`src/rtl/coax_tx_serializer.sv`:
```
// 3270 coax transmit serializer: takes 10-bit words over valid/ready and emits one
// Manchester-encoded frame (quiesce, code violation, sync/data/parity per word, end sequence).
module coax_tx_serializer #(
    parameter int CLOCKS_PER_BIT = 8
) (
    input  logic       clk,
    input  logic       reset_n,
    input  logic [9:0] data,
    input  logic       valid,
    output logic       ready,
    output logic       tx_active,
    output logic       tx
);

    localparam int HALF = CLOCKS_PER_BIT / 2;
    localparam int PW   = $clog2(CLOCKS_PER_BIT);

    typedef enum logic [2:0] {
        ST_IDLE, ST_QUIESCE, ST_CODE_VIOL, ST_SYNC, ST_DATA, ST_PARITY, ST_END
    } state_t;

    state_t          state_q, state_d;
    logic [PW-1:0]   phase_q, phase_d;
    logic [3:0]      bitcnt_q, bitcnt_d;
    logic [9:0]      hold_q, hold_d;
    logic            hold_full_q, hold_full_d;
    logic [9:0]      shift_q, shift_d;
    logic            par_q, par_d;
    logic            ready_q, ready_d;
    logic            tx_q, tx_d;
    logic            act_q, act_d;
    logic            bit_end, load_sync, first_d;

    assign bit_end = (phase_q == PW'(CLOCKS_PER_BIT - 1));

    always_comb begin
        state_d     = state_q;
        phase_d     = phase_q;
        bitcnt_d    = bitcnt_q;
        hold_d      = hold_q;
        hold_full_d = hold_full_q;
        shift_d     = shift_q;
        par_d       = par_q;
        load_sync   = 1'b0;

        if (valid && ready_q) begin
            hold_d      = data;
            hold_full_d = 1'b1;
        end

        if (state_q == ST_IDLE) begin
            phase_d  = '0;
            bitcnt_d = '0;
            if (hold_full_q) state_d = ST_QUIESCE;
        end else begin
            phase_d = bit_end ? '0 : phase_q + PW'(1);
            if (bit_end) begin
                bitcnt_d = bitcnt_q + 4'd1;
                case (state_q)
                    ST_QUIESCE:   if (bitcnt_q == 4'd4) begin
                                      state_d  = ST_CODE_VIOL;
                                      bitcnt_d = '0;
                                  end
                    ST_CODE_VIOL: if (bitcnt_q == 4'd2) load_sync = 1'b1;
                    ST_SYNC: begin
                        state_d  = ST_DATA;
                        bitcnt_d = '0;
                    end
                    ST_DATA: begin
                        shift_d = {shift_q[8:0], 1'b0};
                        if (bitcnt_q == 4'd9) begin
                            state_d  = ST_PARITY;
                            bitcnt_d = '0;
                        end
                    end
                    ST_PARITY: begin
                        bitcnt_d = '0;
                        if (hold_full_q) load_sync = 1'b1;
                        else             state_d   = ST_END;
                    end
                    ST_END:       if (bitcnt_q == 4'd2) begin
                                      state_d  = ST_IDLE;
                                      bitcnt_d = '0;
                                  end
                    default:      state_d = ST_IDLE;
                endcase
            end
        end

        // Entering SYNC frees the holding register so the next word can chain into this frame.
        if (load_sync) begin
            state_d     = ST_SYNC;
            bitcnt_d    = '0;
            shift_d     = hold_q;
            par_d       = ^hold_q;
            hold_full_d = 1'b0;
        end
    end

    // Line level for the cycle the next-state values describe, so tx lands registered.
    always_comb begin
        first_d = (phase_d < PW'(HALF));
        tx_d    = 1'b0;
        case (state_d)
            ST_QUIESCE, ST_SYNC: tx_d = first_d;
            ST_CODE_VIOL:        tx_d = (bitcnt_d == 4'd0) || ((bitcnt_d == 4'd1) && first_d);
            ST_DATA:             tx_d = first_d ? shift_d[9] : ~shift_d[9];
            ST_PARITY:           tx_d = first_d ? par_d : ~par_d;
            ST_END:              tx_d = (bitcnt_d == 4'd0) ? ~first_d : 1'b1;
            default:             tx_d = 1'b0;
        endcase
        act_d   = (state_d != ST_IDLE);
        ready_d = ~hold_full_d && (state_d != ST_END);
    end

    always_ff @(posedge clk or negedge reset_n) begin
        if (!reset_n) begin
            state_q     <= ST_IDLE;
            phase_q     <= '0;
            bitcnt_q    <= '0;
            hold_q      <= '0;
            hold_full_q <= 1'b0;
            shift_q     <= '0;
            par_q       <= 1'b0;
            ready_q     <= 1'b0;
            tx_q        <= 1'b0;
            act_q       <= 1'b0;
        end else begin
            state_q     <= state_d;
            phase_q     <= phase_d;
            bitcnt_q    <= bitcnt_d;
            hold_q      <= hold_d;
            hold_full_q <= hold_full_d;
            shift_q     <= shift_d;
            par_q       <= par_d;
            ready_q     <= ready_d;
            tx_q        <= tx_d;
            act_q       <= act_d;
        end
    end

    assign ready     = ready_q;
    assign tx_active = act_q;
    assign tx        = tx_q;

endmodule

```
`config.mk`:
```
export PLATFORM = sky130hd
export DESIGN_NAME = coax_tx_serializer
export DESIGN_NICKNAME = d
export VERILOG_FILES = /design/src/rtl/coax_tx_serializer.sv
export SDC_FILE = /design/constraint.sdc
export NUM_CORES = 1
export LEC_CHECK = 0
export ABC_AREA = 1
export CAP_MARGIN = 40
export CORE_MARGIN = 2
export CORE_UTILIZATION = 30
export DETAILED_ROUTE_END_ITERATION = 16
export HOLD_SLACK_MARGIN = 0.06
export SYNTH_ARGS = -nofsm -noshare
export SYNTH_HDL_FRONTEND = slang
export SYNTH_SLANG_ARGS = --single-unit
export TNS_END_PERCENT = 1
```
`constraint.sdc`:
```
create_clock -name clk -period 2.3 [get_ports clk]
set_input_delay 0.69 -clock clk [delete_from_list [all_inputs] [get_ports clk]]
set_output_delay 0.69 -clock clk [all_outputs]
set_load 0.03 [all_outputs]
```
==> results_dict.tcl <==
set metrics [dict create \
    status "complete, no violations" \
    min_path_cells 1 \
    syn-num-nets 293 \
    portBuffers 15 \
    first_iter_violations 73 \
    worstReg2RegStart "phase_q[0]$_DFF_PN0_" \
    cp.buffers_inverters 1 \
    fin_crit_ns 2.01 \
    wl_per_cell_um 11.1 \
    firstDrtPassIters 4 \
    synth.distinct_cells 28 \
    grt_max_degree 36 \
    coreArea_um2 6420 \
    post-route-period-util_pct 87.2 \
    finalNetCount 314 \
    hold_path.class "flip-flop to flip-flop" \
    cts_setup_buffers 0 \
    start_util_pct 31.5 \
    required_ns 1.61 \
    path_max_fanout 1 \
    worstHoldStart "phase_q[0]$_DFF_PN0_" \
    hold_viol 0 \
    clk_pin_slew_ns 0.07 \
    synth_top_cell_by_area "dfrtp_1" \
    rows 29 \
    vias 1717 \
    r2r_cells 12 \
    r2r_setup_slack_ns 0.34 \
    dp_slack_ns 0.355 \
    fin_cells 373 \
    area_delta_synth_final_pct 16.3 \
    tightest_slew_ns 0.438 \
    drc_errors 0 \
    root_buffer "clkbuf_8" \
    maxCapViolations 0 \
    yosysMostFrequentCell "nand2_1" \
    worst_slack_ns 0.293 \
    grt_pass1_vias 1623 \
    synth_top_area_share_pct 43.3 \
    p_leak_nw 1.19 \
    drive_gt1_share_pct 9.46 \
    fill_cells 682 \
    hold_end "phase_q[0]$_DFF_PN0_" \
    max_freq_mhz 498 \
    slew_violations 0 \
    antenna_found_initial 0 \
    viasPerCell 4.60 \
    cts_buffers 5 \
    reg2reg_to "tx$_DFF_PN0_" \
    hold-worst-slack_ns 0.447 \
    crit_path_cell_trace "clkdlybuf4s50_1" \
    postRouteAntennaNets 0 \
    gp_congestion 0.822 \
    grt_remaining_overflow 0 \
    synth_ff_type "dfrtp_1" \
    startpoint_type "flip-flop" \
    cts_max_level 2 \
    worstSetupPathType "flip-flop to primary output" \
    placed_area_um2 2270 \
    n_antenna_cell 0 \
    cp_slowest_stage_delay_ns 0.67 \
    rsz0062_at_grt "false" \
    synth_seq_area_share_pct 43.3 \
    ys_top_cells_by_area "dfrtp_1 43%, nand2_1 15%, inv_1 7.1%, nand3_1 6.2%, nor2_1 5.8%" \
    ys_ff_latch 35 \
    ys_warn_count 0 \
    die_h_um 86.1 \
    crit_path_end_kind "primary output" \
    setup_viol 0 \
    fin_util_pct 36.6 \
    routed_wl_um 4130 \
    io_pins 16 \
    synth_edf_count 0 \
    synth_common_cells "82 x nand2_1, 38 x inv_1, 35 x dfrtp_1, 31 x nor2_1, 25 x nand3_1" \
    multi_input_area_um2 958 \
    dpl.cell_count 365 \
    crit_family "buffers and inverters" \
    synth_cells 274 \
    power_mw 1.07 \
    die_w_um 86.1 \
    async_flop_share_pct 100 \
    track_usage_pct 12.7 \
    powerDensity_nw_per_um2 455 \
    clk_path_buf_depth 2 \
    startpoint "tx$_DFF_PN0_" \
    fin_worst_skew_ns 0.00529 \
    die_area_um2 7420 \
    tritoncts "built" \
    cts_resized 0 \
    dp_hpwl_um 3120 \
    fin_area_um2 2350 \
    cts.sinks 35 \
    synth_area_per_cell_um2 7.38 \
    clk_latency_ns 0.29 \
    crit_slowest_cell "clkdlybuf4s50_1" \
    tns_ns 0 \
    crit_arrival_ns 1.32 \
    regArea_um2 876 \
    hold_buffers 0 \
    netlist_area_um2 2020 \
    slew_headroom_pct 70.8 \
    grt_pass1_wl_um 7490 \
    vdd_drop_max_mv 0.346 \
]
-- placed cells by master (no fill, tap or decap), drive strengths merged --
| cell | Yosys | final |
|---|---|---|
| inv | 43 | 43 |
| or2 | 1 | 1 |
| clkdlybuf4s50 | 0 | 15 |
| nand3 | 25 | 25 |
| xor2 | 2 | 2 |
| a21oi | 13 | 13 |
| o221ai | 8 | 8 |
| nor2 | 35 | 35 |
| dfrtp | 35 | 35 |
| ha | 6 | 6 |
| nor3 | 4 | 4 |
| xnor2 | 1 | 1 |
| nand2 | 87 | 87 |
| mux2 | 1 | 1 |
| o21ai | 4 | 4 |
| o31ai | 1 | 1 |
| o22ai | 2 | 2 |
| clkbuf | 2 | 7 |
| buf | 3 | 4 |
| nand4 | 1 | 1 |
| clkinv | 0 | 1 |
-- logic make-up (layout without fill, tap and decap cells) --
family                     after synthesis  count (layout)  share of synthesized area [%]
and+or+nand+nor                        153             153                           32.6
AOI/OAI and AO/OA                       28              28                           9.21
muxes                                    1               1                          0.557
DFF                                     35              35                           43.3
adders and majority gates                6               6                           3.71
buffers and inverters                   48              70                           9.34
xor gates and xnor gates                 3               3                           1.30
-- state kept, by name, indices dropped and copies added (netlist names) --
name	count
hold_full_q	1
hold_q	10
ready	1
par_q	1
state_q	3
phase_q	3
tx	1
shift_q	10
tx_active	1
bitcnt_q	4
-- worst register-to-register path: stages (launching register included) --
cell and delay, ns:
dfrtp_1 0.39, ha_1 0.22, ha_1 0.25, inv_1 0.23
o31ai_1 0.13, nand2_1 0.07, nand2_1 0.06, nand2_2 0.11
inv_1 0.07, nand3_1 0.08, nand2_1 0.07, nor2_1 0.11
nand3_1 0.07
-- worst max path at each step --
stage                 endpoint  slack, ns  cells past startpoint
2_1_floorplan     tx$_DFF_PN0_       0.61                     11
3_3_place_gp   ready$_DFF_PN0_       0.30                     10
3_5_place_dp   ready$_DFF_PN0_       0.35                     10
4_1_cts                     tx       0.27                      1
5_1_grt           tx$_DFF_PN0_       0.13                     13
6_report                    tx       0.29                      1
-- per-layer routing --
metal | vias to the layer above | track usage (%) | wire, um
li1 | 906 | - | -
met1 | 775 | 17.2 | 1970
met2 | 28 | 19.9 | 1910
met3 | 8 | 2.89 | 172
met4 | 0 | 4.18 | 78
met5 | - | 0 | 0
-- layout make-up --
class,instances,share of cell area (%)
flip-flops and latches,35,37.2
well taps,77,4.09
inverters,43,6.86
repair buffers,19,7.66
clock inverters,1,0.213
clock buffers,7,3.24
multi-input cells,191,40.7
-- power by group --
group	internal, mW	leakage (nW)	total, mW	switching [mW]
Clock	0.212	0.0422	0.424	0.211
Sequential	0.615	0.417	0.615	0
Combinational	0.0187	0.735	0.0324	0.0137
(Power assumes the default switching activity.)
